File: src/rtl/stream_mux_rr_pkg.sv
// ---------------------------------------------------------------------------
// stream_mux_pkg: shared constants for the stream_mux_rr slice.
//   MODE_FIXED / MODE_RR : encodings of the mode input.
//   sel_width()          : width of a channel index for n channels.
// ---------------------------------------------------------------------------
package stream_mux_pkg;

  localparam logic MODE_FIXED = 1'b0;
  localparam logic MODE_RR    = 1'b1;

  // Channel-index width; never narrower than one bit.
  function automatic int unsigned sel_width(input int unsigned n);
    return (n < 2) ? 1 : $clog2(n);
  endfunction

endpackage : stream_mux_pkg

File: src/rtl/stream_mux_rr_if.sv
// ---------------------------------------------------------------------------
// stream_mux_rr_if: bundle of the mux control, producer and consumer signals.
//   mode, SEL                      : selection control
//   in_data/in_valid/in_last       : producer side, NUM_CH lanes
//   in_ready                       : per-lane back-pressure (combinational)
//   out_data/out_ch/out_valid      : registered consumer side
//   out_ready                      : consumer back-pressure
// Modports: slave = the mux itself, master = the environment driving it.
// ---------------------------------------------------------------------------
interface stream_mux_rr_if
  import stream_mux_pkg::*;
#(
  parameter int unsigned NUM_CH = 4,
  parameter int unsigned WIDTH  = 2
);

  localparam int unsigned SEL_W = sel_width(NUM_CH);

  logic                      mode;
  logic [SEL_W-1:0]          SEL;
  logic [NUM_CH*WIDTH-1:0]   in_data;
  logic [NUM_CH-1:0]         in_valid;
  logic [NUM_CH-1:0]         in_ready;
  logic [NUM_CH-1:0]         in_last;
  logic [WIDTH-1:0]          out_data;
  logic [SEL_W-1:0]          out_ch;
  logic                      out_valid;
  logic                      out_ready;

  modport slave (
    input  mode, SEL, in_data, in_valid, in_last, out_ready,
    output in_ready, out_data, out_ch, out_valid
  );

  modport master (
    output mode, SEL, in_data, in_valid, in_last, out_ready,
    input  in_ready, out_data, out_ch, out_valid
  );

endinterface : stream_mux_rr_if

File: src/rtl/stream_mux_rr_arbiter.sv
// ---------------------------------------------------------------------------
// rr_arbiter: round-robin request arbiter that owns the rotation pointer.
//   clk, rst     : clock, async active-high reset (pointer returns to 0)
//   req          : per-channel request vector
//   advance      : a transfer completed on adv_idx; move pointer past it
//   adv_idx      : channel that completed the transfer
//   grant        : one-hot grant
//   grant_idx    : index of the granted channel
//   grant_valid  : at least one request present
// ---------------------------------------------------------------------------
module rr_arbiter
  import stream_mux_pkg::*;
#(
  parameter  int unsigned NUM_CH = 4,
  localparam int unsigned SEL_W  = sel_width(NUM_CH)
) (
  input  logic              clk,
  input  logic              rst,
  input  logic [NUM_CH-1:0] req,
  input  logic              advance,
  input  logic [SEL_W-1:0]  adv_idx,
  output logic [NUM_CH-1:0] grant,
  output logic [SEL_W-1:0]  grant_idx,
  output logic              grant_valid
);

  logic [SEL_W-1:0] rr_ptr_q;
  logic [SEL_W-1:0] rr_ptr_d;
  logic [SEL_W:0]   cand;

  // First requester at or above the pointer, wrapping at NUM_CH-1.
  always_comb begin
    grant_idx   = '0;
    grant_valid = 1'b0;
    cand        = '0;
    for (int unsigned i = 0; i < NUM_CH; i++) begin
      cand = {1'b0, rr_ptr_q} + (SEL_W+1)'(i);
      if (cand >= (SEL_W+1)'(NUM_CH)) begin
        cand = cand - (SEL_W+1)'(NUM_CH);
      end
      if (!grant_valid && req[cand[SEL_W-1:0]]) begin
        grant_valid = 1'b1;
        grant_idx   = cand[SEL_W-1:0];
      end
    end
    grant = grant_valid ? (NUM_CH'(1) << grant_idx) : '0;
  end

  // Pointer moves to the channel after the one just served.
  always_comb begin
    rr_ptr_d = rr_ptr_q;
    if (advance) begin
      if ({1'b0, adv_idx} == (SEL_W+1)'(NUM_CH - 1)) begin
        rr_ptr_d = '0;
      end else begin
        rr_ptr_d = adv_idx + SEL_W'(1);
      end
    end
  end

  always_ff @(posedge clk or posedge rst) begin
    if (rst) begin
      rr_ptr_q <= '0;
    end else begin
      rr_ptr_q <= rr_ptr_d;
    end
  end

endmodule : rr_arbiter

File: src/rtl/stream_mux_rr.sv
// ---------------------------------------------------------------------------
// stream_mux_rr: N-channel stream multiplexer with a registered output stage.
// Selection is either fixed (SEL) or round-robin across valid channels.
// Ports:
//   clk, rst : clock, async active-high reset
//   bus      : stream_mux_rr_if.slave (mode, SEL, in_*, out_*)
// Optional build macro STREAM_MUX_LOCK_EN: in round-robin mode a channel that
// transfers a word with in_last=0 keeps the grant until it sends in_last=1.
// ---------------------------------------------------------------------------
module stream_mux_rr
  import stream_mux_pkg::*;
#(
  parameter  int unsigned WIDTH  = 2,
  parameter  int unsigned NUM_CH = 4,
  localparam int unsigned SEL_W  = sel_width(NUM_CH)
) (
  input  logic            clk,
  input  logic            rst,
  stream_mux_rr_if.slave  bus
);

  logic [NUM_CH-1:0] arb_grant;
  logic [SEL_W-1:0]  arb_idx;
  logic              arb_valid;

  logic [SEL_W-1:0]  grant_idx_c;
  logic [NUM_CH-1:0] grant_oh_c;
  logic              grant_valid_c;
  logic              sel_ok_c;
  logic [WIDTH-1:0]  sel_data_c;
  logic              load_c;
  logic              xfer_c;
  logic              advance_c;

  logic              out_valid_q, out_valid_d;
  logic [WIDTH-1:0]  out_data_q,  out_data_d;
  logic [SEL_W-1:0]  out_ch_q,    out_ch_d;

`ifdef STREAM_MUX_LOCK_EN
  logic              lock_q,      lock_d;
  logic [SEL_W-1:0]  locked_ch_q, locked_ch_d;
`else
  logic              unused_last;
  assign unused_last = ^bus.in_last;
`endif

  rr_arbiter #(.NUM_CH(NUM_CH)) u_rr_arbiter (
    .clk         (clk),
    .rst         (rst),
    .req         (bus.in_valid),
    .advance     (advance_c),
    .adv_idx     (grant_idx_c),
    .grant       (arb_grant),
    .grant_idx   (arb_idx),
    .grant_valid (arb_valid)
  );

  // Grant selection: fixed SEL, held lock, or the round-robin arbiter.
  always_comb begin
    grant_idx_c   = '0;
    grant_oh_c    = '0;
    grant_valid_c = 1'b0;
    sel_ok_c      = ({1'b0, bus.SEL} < (SEL_W+1)'(NUM_CH));
    if (bus.mode == MODE_FIXED) begin
      if (sel_ok_c && bus.in_valid[bus.SEL]) begin
        grant_valid_c = 1'b1;
        grant_idx_c   = bus.SEL;
        grant_oh_c    = NUM_CH'(1) << bus.SEL;
      end
    end
`ifdef STREAM_MUX_LOCK_EN
    else if (lock_q) begin
      if (bus.in_valid[locked_ch_q]) begin
        grant_valid_c = 1'b1;
        grant_idx_c   = locked_ch_q;
        grant_oh_c    = NUM_CH'(1) << locked_ch_q;
      end
    end
`endif
    else begin
      grant_valid_c = arb_valid;
      grant_idx_c   = arb_idx;
      grant_oh_c    = arb_grant;
    end
  end

  // Data lane of the granted channel.
  always_comb begin
    sel_data_c = '0;
    for (int unsigned k = 0; k < NUM_CH; k++) begin
      if (grant_idx_c == SEL_W'(k)) begin
        sel_data_c = bus.in_data[k*WIDTH +: WIDTH];
      end
    end
  end

  // Handshake: the output register can take a word when empty or draining.
  always_comb begin
    load_c       = !out_valid_q || bus.out_ready;
    xfer_c       = grant_valid_c && load_c && !rst;
    bus.in_ready = xfer_c ? grant_oh_c : '0;
`ifdef STREAM_MUX_LOCK_EN
    // Pointer only rotates once a packet ends.
    advance_c    = xfer_c && (bus.mode == MODE_RR) && bus.in_last[grant_idx_c];
`else
    advance_c    = xfer_c && (bus.mode == MODE_RR);
`endif
  end

  // Output register next state.
  always_comb begin
    out_valid_d = out_valid_q;
    out_data_d  = out_data_q;
    out_ch_d    = out_ch_q;
    if (xfer_c) begin
      out_valid_d = 1'b1;
      out_data_d  = sel_data_c;
      out_ch_d    = grant_idx_c;
    end else if (bus.out_ready) begin
      out_valid_d = 1'b0;
    end
  end

`ifdef STREAM_MUX_LOCK_EN
  // Lock tracking applies to round-robin transfers only.
  always_comb begin
    lock_d      = lock_q;
    locked_ch_d = locked_ch_q;
    if (xfer_c && (bus.mode == MODE_RR)) begin
      if (!bus.in_last[grant_idx_c]) begin
        lock_d      = 1'b1;
        locked_ch_d = grant_idx_c;
      end else begin
        lock_d      = 1'b0;
      end
    end
  end

  always_ff @(posedge clk or posedge rst) begin
    if (rst) begin
      lock_q      <= 1'b0;
      locked_ch_q <= '0;
    end else begin
      lock_q      <= lock_d;
      locked_ch_q <= locked_ch_d;
    end
  end
`endif

  always_ff @(posedge clk or posedge rst) begin
    if (rst) begin
      out_valid_q <= 1'b0;
      out_data_q  <= '0;
      out_ch_q    <= '0;
    end else begin
      out_valid_q <= out_valid_d;
      out_data_q  <= out_data_d;
      out_ch_q    <= out_ch_d;
    end
  end

  assign bus.out_valid = out_valid_q;
  assign bus.out_data  = out_data_q;
  assign bus.out_ch    = out_ch_q;

endmodule : stream_mux_rr

File: src/flat_wrapper.sv
// flat-port wrapper written by rule: the top's interface ports become plain ports
module stream_mux_rr_flat import stream_mux_pkg::*;
#(
  parameter  int unsigned WIDTH  = 2,
  parameter  int unsigned NUM_CH = 4,
  localparam int unsigned SEL_W  = sel_width(NUM_CH)
)
  (clk, rst, bus_mode, bus_SEL, bus_in_data, bus_in_valid, bus_in_last, bus_out_ready, bus_in_ready, bus_out_data, bus_out_ch, bus_out_valid);
  stream_mux_rr_if #(.NUM_CH(NUM_CH), .WIDTH(WIDTH)) bus_i ();
  input  logic clk;
  input  logic rst;
  input wire logic [$bits(bus_i.mode)-1:0] bus_mode;
  input wire logic [$bits(bus_i.SEL)-1:0] bus_SEL;
  input wire logic [$bits(bus_i.in_data)-1:0] bus_in_data;
  input wire logic [$bits(bus_i.in_valid)-1:0] bus_in_valid;
  input wire logic [$bits(bus_i.in_last)-1:0] bus_in_last;
  input wire logic [$bits(bus_i.out_ready)-1:0] bus_out_ready;
  output wire logic [$bits(bus_i.in_ready)-1:0] bus_in_ready;
  output wire logic [$bits(bus_i.out_data)-1:0] bus_out_data;
  output wire logic [$bits(bus_i.out_ch)-1:0] bus_out_ch;
  output wire logic [$bits(bus_i.out_valid)-1:0] bus_out_valid;
  assign bus_i.mode = bus_mode;
  assign bus_i.SEL = bus_SEL;
  assign bus_i.in_data = bus_in_data;
  assign bus_i.in_valid = bus_in_valid;
  assign bus_i.in_last = bus_in_last;
  assign bus_i.out_ready = bus_out_ready;
  assign bus_in_ready = bus_i.in_ready;
  assign bus_out_data = bus_i.out_data;
  assign bus_out_ch = bus_i.out_ch;
  assign bus_out_valid = bus_i.out_valid;
  stream_mux_rr #(.WIDTH(WIDTH), .NUM_CH(NUM_CH)) u_core (.clk(clk), .rst(rst), .bus(bus_i));
endmodule
File: config.mk
export PLATFORM = sky130hd
export DESIGN_NAME = stream_mux_rr_flat
export DESIGN_NICKNAME = d
export VERILOG_FILES = /design/src/rtl/stream_mux_rr_pkg.sv /design/src/rtl/stream_mux_rr_if.sv /design/src/rtl/stream_mux_rr_arbiter.sv /design/src/rtl/stream_mux_rr.sv /design/src/flat_wrapper.sv
export SDC_FILE = /design/constraint.sdc
export NUM_CORES = 1
export LEC_CHECK = 0
export BUFFER_PORTS_ARGS = -buffer_cell sky130_fd_sc_hd__buf_2
export CORE_MARGIN = 10
export CORE_UTILIZATION = 47
export DETAILED_ROUTE_END_ITERATION = 6
export PLACE_DENSITY = 0.78
export RECOVER_POWER = 100
export SKIP_CTS_REPAIR_TIMING = 1
export SYNTH_ARGS = -nofsm -noshare
export SYNTH_HDL_FRONTEND = slang
export SYNTH_HIERARCHICAL = 1
export SYNTH_SLANG_ARGS = --single-unit
File: constraint.sdc
create_clock -name clk -period 2 [get_ports clk]
set_clock_uncertainty 0.05 [all_clocks]
set_input_delay 0.1 -clock clk [delete_from_list [all_inputs] [get_ports clk]]
set_output_delay 0.1 -clock clk [all_outputs]
set_load 0.01 [all_outputs]
Word-level counts from Yosys, hierarchy flattened
Cells that the tools add are included.
{"block": "word_totals", "ff_bits": 7, "latchBits": 0, "mem_bits_rw": 0, "rom_bits": 0, "output_inout_bits": 9, "elab_cells": 77, "memories": 0}
{"block": "op_classes", "n_addsub": 8, "multipliers": 0, "n_div": 0, "n_lt_le_gt_ge": 9, "eq_ne": 3, "shift": 2, "n_mux": 37, "n_bitwise": 0, "reduce_logical": 14}
{"cell": "two-way mux 2 bit", "count": 15}
{"cell": "two-way mux 4 bit", "count": 4}
{"cell": "< comparator 2 x 3 -> 1 bit (second input constant)", "count": 5}
{"cell": "two-way mux 1 bit", "count": 13}
{"cell": "binary-select mux 1 bit (select 2 bit)", "count": 5}
{"cell": ">= comparator 3 bit (second input constant)", "count": 3}
{"cell": "<< shifter 1 x 2 -> 4 bit (first input constant)", "count": 2}
{"cell": "subtractor 2 x 1 -> 2 bit (second input constant)", "count": 4}
{"cell": "adder 2 x 2 -> 3 bit (second input constant)", "count": 2}
{"cell": "logical AND 1 bit", "count": 6}
{"cell": "logical NOT 1 bit", "count": 5}
{"cell": "equality test 2 bit (second input constant)", "count": 2}
{"cell": "adder 2 x 1 -> 3 bit (second input constant)", "count": 1}
{"cell": ">= comparator 2 x 3 -> 1 bit (second input constant)", "count": 1}
{"cell": "adder 2 x 1 -> 2 bit (second input constant)", "count": 1}
{"cell": "equality test 2 x 1 -> 1 bit (second input constant)", "count": 1}
{"cell": "logical NOT 2 bit", "count": 1}
{"cell": "nonzero test 2 bit", "count": 1}
{"cell": "logical OR 1 bit", "count": 1}

Logic depth before layout (Yosys ltp)
Gate-level depths: netlist of run 1.
{"block": "logic_depth", "word_depth": 20, "ltp_mapped": 11}

Hierarchy
Netlist of run 1, hierarchy kept.
{"mod": "stream_mux_rr", "instances": 1, "cells_each": 54, "area_per_inst_um2": 465.4, "seq_area_each_um2": 125.1}
{"mod": "rr_arbiter", "instances": 1, "cells_each": 42, "area_per_inst_um2": 299.0, "seq_area_each_um2": 50.0}

Worst setup path before layout of run 1
Ideal clock, no wire load.
{"block": "synth_timing", "path_type": "reg-to-reg", "from": "reg u_core.u_rr_arbiter.rr_ptr_q[1]", "to": "reg u_core.u_rr_arbiter.rr_ptr_q[1]", "setup_time_ns": 0.130, "arrival_time_ns": 1.595, "slack_ns": 0.224, "stages_incl_launch_ff": 10, "n_path_buf": 1, "path_cell_list": "dfrtp_1 buf_6 mux2i_1 o22ai_1 a31oi_1 and2_1 a31o_2 ha_1 nand2_1 o21ai_0"}
{"item": "start: declaration", "line": "stream_mux_rr_arbiter.sv:27", "text": "logic [SEL_W-1:0] rr_ptr_q;"}
{"item": "start signal: assignment", "line": "stream_mux_rr_arbiter.sv:65", "text": "rr_ptr_q <= rr_ptr_d;"}
{"item": "parallel branches: the longest is 13 deep, another holds adder 2 x 1 -> 3 bit"}
{"item": "two-way mux 2 bit (*)", "line": "stream_mux_rr_arbiter.sv:41", "text": "if (!grant_valid && req[cand[SEL_W-1:0]]) begin"}
{"item": "named net u_core.arb_idx[0]", "line": "stream_mux_rr.sv:23", "text": "logic [SEL_W-1:0] arb_idx;"}
{"item": "two-way mux 2 bit (*)", "line": "stream_mux_rr.sv:64", "text": "if (bus.mode == MODE_FIXED) begin"}
{"item": "named net u_core.grant_idx_c[0]", "line": "stream_mux_rr.sv:26", "text": "logic [SEL_W-1:0] grant_idx_c;"}
{"item": "adder 2 x 1 -> 2 bit / equality test 2 bit (equally long branches)", "line": "stream_mux_rr_arbiter.sv:56, stream_mux_rr_arbiter.sv:53"}
{"item": "two-way mux 2 bit (*)", "line": "stream_mux_rr_arbiter.sv:53", "text": "if ({1'b0, adv_idx} == (SEL_W+1)'(NUM_CH - 1)) begin"}
Mark *: on every way through the listed nets, which the timed path passes. The select of a mux whose other input is x is not followed.
A chain may end at the register's enable or synchronous reset.

Worst setup path in the final report of run 1
Ends and elaborated chain as after synthesis.

==> results of run 1 <==
## state kept, by name, indices dropped and copies added (netlist names)
register / cells
u_core/bus.out_data: 2
u_core/bus.out_ch: 2
u_core/u_rr_arbiter/rr_ptr_q: 2
u_core/bus.out_valid: 1
## cell families (layout without fill, tap and decap cells)
group	count (synthesis)	count (layout)	synth area share, %
AOI/OAI and AO/OA	35	35	32.4
and+or+nand+nor	33	33	22.1
buffers and inverters	15	43	12.4
DFF	7	7	22.9
muxes	5	5	8.51
adders and majority gates	1	1	1.64
## worst min-delay path, delay by kind of cell
family	cells	cell delay (ns)
buffers and inverters	1	0.07
AO/OA/AOI/OAI	1	0.10
AND/OR/NAND/NOR	1	0.12
## cell type report
| type | instances | share of cell area (%) |
|---|---|---|
| Inverter | 8 | 3.24 |
| Tap cell | 16 | 2.16 |
| Multi-Input combinational cell | 74 | 55.7 |
| Sequential cell | 7 | 19.1 |
| Timing Repair Buffer | 31 | 17.0 |
| Clock buffer | 4 | 2.84 |
## through the flow
step | hold slack [ns] | cells
finish | 0.147 | 140
global placement | -0.0793 | 135
global route | 0.164 | 140
floorplan | -0.209 | 96
CTS | -0.334 | 139
detailed placement | -0.0740 | 135
## power by group through the flow
stage          Sequential [mW]  Combinational [mW]  Clock, mW
2_1_floorplan            0.218               0.227          0
3_3_place_gp             0.213               0.314          0
3_5_place_dp             0.215               0.321          0
4_1_cts                  0.214               0.322      0.126
5_1_grt                  0.223               0.365      0.140
6_report                 0.216               0.322      0.121
## Yosys cell counts (2+ instances only)
cell / count
nor2_1: 8
a21boi_0: 2
nand2b_1: 3
buf_4: 2
o31ai_1: 2
mux2i_1: 2
and2_1: 6
a21oi_1: 8
inv_1: 7
o21ai_1: 2
o21ai_0: 6
a221oi_1: 4
dfrtp_1: 7
o221a_2: 2
nand2_1: 10
buf_6: 4
## placed cells by master, fill, tap and decap left out, types with 3 or more instances in the layout
master and instances:
clkbuf_1 11, buf_2 16, o21ai_0 6, buf_4 4
a21oi_1 8, dfrtp_1 6, clkbuf_4 3, nor2_1 8
nand2_1 10, nand2b_1 3, and2_1 6, inv_1 7
## routing by layer
| layer | wire length, um | part of all wire, % | track usage (%) | vias to the layer above |
|---|---|---|---|---|
| met5 | 0 | 0 | 0 | - |
| met4 | 17 | 0.90 | 2.88 | 0 |
| met3 | 174 | 9.3 | 4.18 | 2 |
| met2 | 900 | 48 | 16.0 | 28 |
| met1 | 788 | 42 | 13.3 | 371 |
| li1 | - | - | - | 411 |
## final timing paths
| check | depth (start not counted) | slack, ns | from | endpoint |
|---|---|---|---|---|
| max reg2reg | 8 | 0.14 | u_core/u_rr_arbiter/rr_ptr_q[1]$_DFFE_PP0P_ | u_core/u_rr_arbiter/rr_ptr_q[1]$_DFFE_PP0P_ |
| max | 8 | 0.14 | u_core/u_rr_arbiter/rr_ptr_q[1]$_DFFE_PP0P_ | u_core/u_rr_arbiter/rr_ptr_q[1]$_DFFE_PP0P_ |
| min in group asynchronous | 3 | 0.22 | rst | u_core/u_rr_arbiter/rr_ptr_q[0]$_DFFE_PP0P_ |
| min | 3 | 0.15 | bus_out_ready | u_core/bus.out_valid$_DFFE_PP0P_ |
| max in group asynchronous | 3 | 1.43 | rst | u_core/bus.out_data[1]$_DFFE_PP0P_ |
| min reg2reg | 2 | 0.44 | u_core/bus.out_ch[1]$_DFFE_PP0P_ | u_core/bus.out_ch[1]$_DFFE_PP0P_ |
==> results.cfg, run 1 <==
[outcome]
status = finished clean

[placement]
place_area_um2 = 880
gp_congestion = 0.858
hpwl_um = 1550
port_buffers = 26
pre_cts_slack_ns = 0.135

[grt]
grt_use_total_pct = 10.5
grt_pass1_vias = 740
grt_pass1_wl_um = 3130
grt_max_degree = 15
antenna_found_initial = 0
gr-total-overflow = 0

[sta]
tightest_slew_ns = 0.368
fmax_ghz = 0.538
tns_ns = 0
setup_viol = 0
hold_viol = 0
layout_setup_ws_ns = 0.141
timing.final.crit_share_pct = 93.0
relSlewSlack_pct = 75.5
rsz0062_at_grt = no
layout_min_cycle_time_ns = 1.86
finalMaxSlewViolations = 0

[routing]
drc = 0
antenna_left = 0
num_vias = 812
wl_per_cell_um = 13.4
drtPass1Iterations = 4
drtIter0Drc = 21
totalWireLength_um = 1880
viasPerCell = 5.80

[clock_network]
h-tree-depth = 1
path_clk_slew_ns = 0.05
clk_latency_ns = 0.24
tritoncts = built
clockRootBuffer = clkbuf_4
cts_inserted_buffers = 3
clkSinkCount = 7
clockBufferDepth = 2

[die]
die_h_um = 60.3
core_area_mm2 = 0.00152
pin_count = 31
placementRows = 14
die-width_um = 60.3
die_area_mm2 = 0.00364
initial_core_util_pct = 50.2

[power]
comb_power_share_pct = 48.9
p_per_area_mw_per_mm2 = 712
power_switching_mw = 0.253
p_sw_share_pct = 38.4
ir_drop_v = 0.000393
p_int_mw = 0.406
power_mw = 0.659
p_clk_share_pct = 18.3
p_leak_nw = 0.411
seqPwrFrac_pct = 32.8

[worst_setup_path]
crit_chain = mux2i_1, o22ai_1, a31oi_1, and2_1, a31o_4, ha_1, nand2_1, o21ai_0
slowest_delay_ns = 0.44
crit_fanout = 7
endpoint_kind = flip-flop
required_ns = 2.06
arrival_ns = 1.92
crit_path_top_delay_cell = dfrtp_2
critPathBufInv = 0
path_delay_family = compound AO/OA/AOI/OAI gates
crit_type = flip-flop to flip-flop
startpoint_type = flip-flop

[cells_and_area]
finish.utilization_pct = 60.8
nFillCells = 152
nets = 148
regArea_um2 = 176
multi_input_area_um2 = 515
n_antenna_cell = 0
area_growth_pct = 21.1
drive_gt1_share_pct = 27.4
stdcell_area_um2 = 926

[yosys]
syn_inst = 96
synthArstFlopShare_pct = 100
synthesis.nets = 119
synth_area_um2 = 764
synth.top_cell.area_share_pct = 22.9
yosys_warnings = 6
synth-seq-cells = 7
yosysTopAreaCell = dfrtp_1
syn_area_per_cell_um2 = 7.96
ys_top_cells_by_area = dfrtp_1 23%, buf_6 5.9%, a21oi_1 5.2%, and2_1 4.9%, nand2_1 4.9%
yosysUniqueCellTypes = 37
synth_edf_count = 0
synth_ff_type = dfrtp_1
yosysSeqAreaShare_pct = 22.9

[job]
maxCapViolations = 0

[min_path]
worstHoldPathType = input port to flip-flop
Note: power is estimated with default switching activity, not from simulation.
==> run 2, diff against run 1 <==
--- a/config.mk
+++ b/config.mk
@@ -5,7 +5,7 @@
 export SDC_FILE = /design/constraint.sdc
 export NUM_CORES = 1
 export LEC_CHECK = 0
-export BUFFER_PORTS_ARGS = -buffer_cell sky130_fd_sc_hd__buf_2
+export BUFFER_PORTS_ARGS = -buffer_cell sky130_fd_sc_hd__clkbuf_2
 export CORE_MARGIN = 10
 export CORE_UTILIZATION = 47
 export DETAILED_ROUTE_END_ITERATION = 6
==> results.cfg, run 2 (same netlist as run 1, synthesis figures left out) <==
[cells_and_area]
drive_gt1_share_pct = 27.4
final_common_cell = clkbuf_2
area_growth_pct = 21.1
layout_common_cells = 16 x clkbuf_2, 11 x clkbuf_1, 10 x nand2_1
n_antenna_cell = 0
nFillCells = 157
final_cells = 140
stdcell_area_um2 = 926
nets = 148

[routing]
drc = 0
totalWireLength_um = 2150
antenna_left = 0
drtIter0Drc = 22
viasPerCell = 5.83
drtPass1Iterations = 4
wl_per_cell_um = 15.3
num_vias = 816

[sta]
setup_viol = 0
layout_min_cycle_time_ns = 1.89
rsz0062_at_grt = no
hold_viol = 0
tightest_slew_ns = 0.372
layout_setup_ws_ns = 0.115
timing.final.crit_share_pct = 94.3
finalMaxSlewViolations = 0
relSlewSlack_pct = 75.2
fmax_ghz = 0.530
tns_ns = 0

[worst_setup_path]
required_ns = 2.06
startpoint_type = flip-flop
arrival_ns = 1.95
crit_chain = mux2i_1, o22ai_1, a31oi_1, and2_0, a31o_4, ha_1, nand2_1, o21ai_0
crit_type = flip-flop to flip-flop
crit_path_top_delay_cell = dfrtp_2
crit_path_end = u_core/u_rr_arbiter/rr_ptr_q[1]$_DFFE_PP0P_
reg2regPathDepth = 8
startpoint = u_core/u_rr_arbiter/rr_ptr_q[1]$_DFFE_PP0P_
endpoint_kind = flip-flop
crit_fanout = 7
rr_startpoint = u_core/u_rr_arbiter/rr_ptr_q[1]$_DFFE_PP0P_
slowest_delay_ns = 0.44
critPathBufInv = 0
r2r_setup_slack_ns = 0.11
crit_cells = 8
path_delay_family = compound AO/OA/AOI/OAI gates
worstReg2RegEnd = u_core/u_rr_arbiter/rr_ptr_q[1]$_DFFE_PP0P_

[die]
die-width_um = 60.3
die_area_mm2 = 0.00364
placementRows = 14
die_h_um = 60.3
pin_count = 31
initial_core_util_pct = 50.2
core_area_mm2 = 0.00152

[clock_network]
tritoncts = built
h-tree-depth = 1
cts_inserted_buffers = 3
clockRootBuffer = clkbuf_4
path_clk_slew_ns = 0.05
clk_latency_ns = 0.24
clkSinkCount = 7
clockBufferDepth = 2

[grt]
grt_pass1_wl_um = 3370
grt_use_total_pct = 11.5
grt_pass1_vias = 768
grt_max_degree = 15
antenna_found_initial = 0
gr-total-overflow = 0

[job]
maxCapViolations = 0

[power]
p_leak_nw = 0.412
ir_drop_v = 0.000413
p_per_area_mw_per_mm2 = 725
power_mw = 0.671

[placement]
numPlacedInstances = 135
place_area_um2 = 880
gp_congestion = 0.859
pre_cts_slack_ns = 0.0945
hpwl_um = 1710
port_buffers = 26

[outcome]
status = finished clean

[min_path]
hold_depth = 3
worstHoldPathType = input port to flip-flop
-- run 2: changes by cell type in the layout (fill, tap and decap cells not counted), sizes merged --
cell | before | now
buf | 20 | 4
clkbuf | 14 | 30
-- run 2: layout make-up --
type | count | area [um2] | area share, %
Sequential cell | 7 | 176 | 19.1
Tap cell | 16 | 20.0 | 2.16
Inverter | 8 | 30.0 | 3.24
Clock buffer | 4 | 26.3 | 2.84
Multi-Input combinational cell | 74 | 515 | 55.7
Timing Repair Buffer | 31 | 158 | 17.0
-- run 2: metal layers --
| metal | vias up | global-route usage (%) | share of wire (%) | wire (um) |
|---|---|---|---|---|
| li1 | 404 | - | - | - |
| met1 | 380 | 13.5 | 40 | 856 |
| met2 | 30 | 19.3 | 50 | 1080 |
| met3 | 2 | 3.76 | 9.8 | 211 |
| met4 | 0 | 3.85 | 0.19 | 4 |
| met5 | - | 0 | 0 | 0 |
-- run 2: worst reg2reg max path: stages, from the launching register on --
cell and delay [ns]:
dfrtp_2 0.44, mux2i_1 0.13, o22ai_1 0.17, a31oi_1 0.09, and2_0 0.19, a31o_4 0.24
ha_1 0.30, nand2_1 0.06, o21ai_0 0.08
-- run 2: how the worst min path moves through the flow --
stage,start,end
after floorplan,rst,u_core/u_rr_arbiter/rr_ptr_q[0]$_DFFE_PP0P_
after global placement,rst,u_core/u_rr_arbiter/rr_ptr_q[0]$_DFFE_PP0P_
after detailed placement,rst,u_core/u_rr_arbiter/rr_ptr_q[0]$_DFFE_PP0P_
after CTS,rst,u_core/u_rr_arbiter/rr_ptr_q[0]$_DFFE_PP0P_
after global routing,bus_out_ready,u_core/bus.out_valid$_DFFE_PP0P_
final,bus_out_ready,u_core/bus.out_valid$_DFFE_PP0P_
-- run 2: through the flow --
step	hold slack (ns)	utilization [%]
final	0.145	60.8
after global routing	0.166	60.8
after CTS	-0.350	59.4
after detailed placement	-0.0846	57.7
after global placement	-0.0910	57.7
after floorplan	-0.209	-
-- run 2: report_power, final --
part           internal [mW]  switching, mW
Combinational          0.149          0.182
Clock                 0.0758         0.0477
Sequential             0.182         0.0354
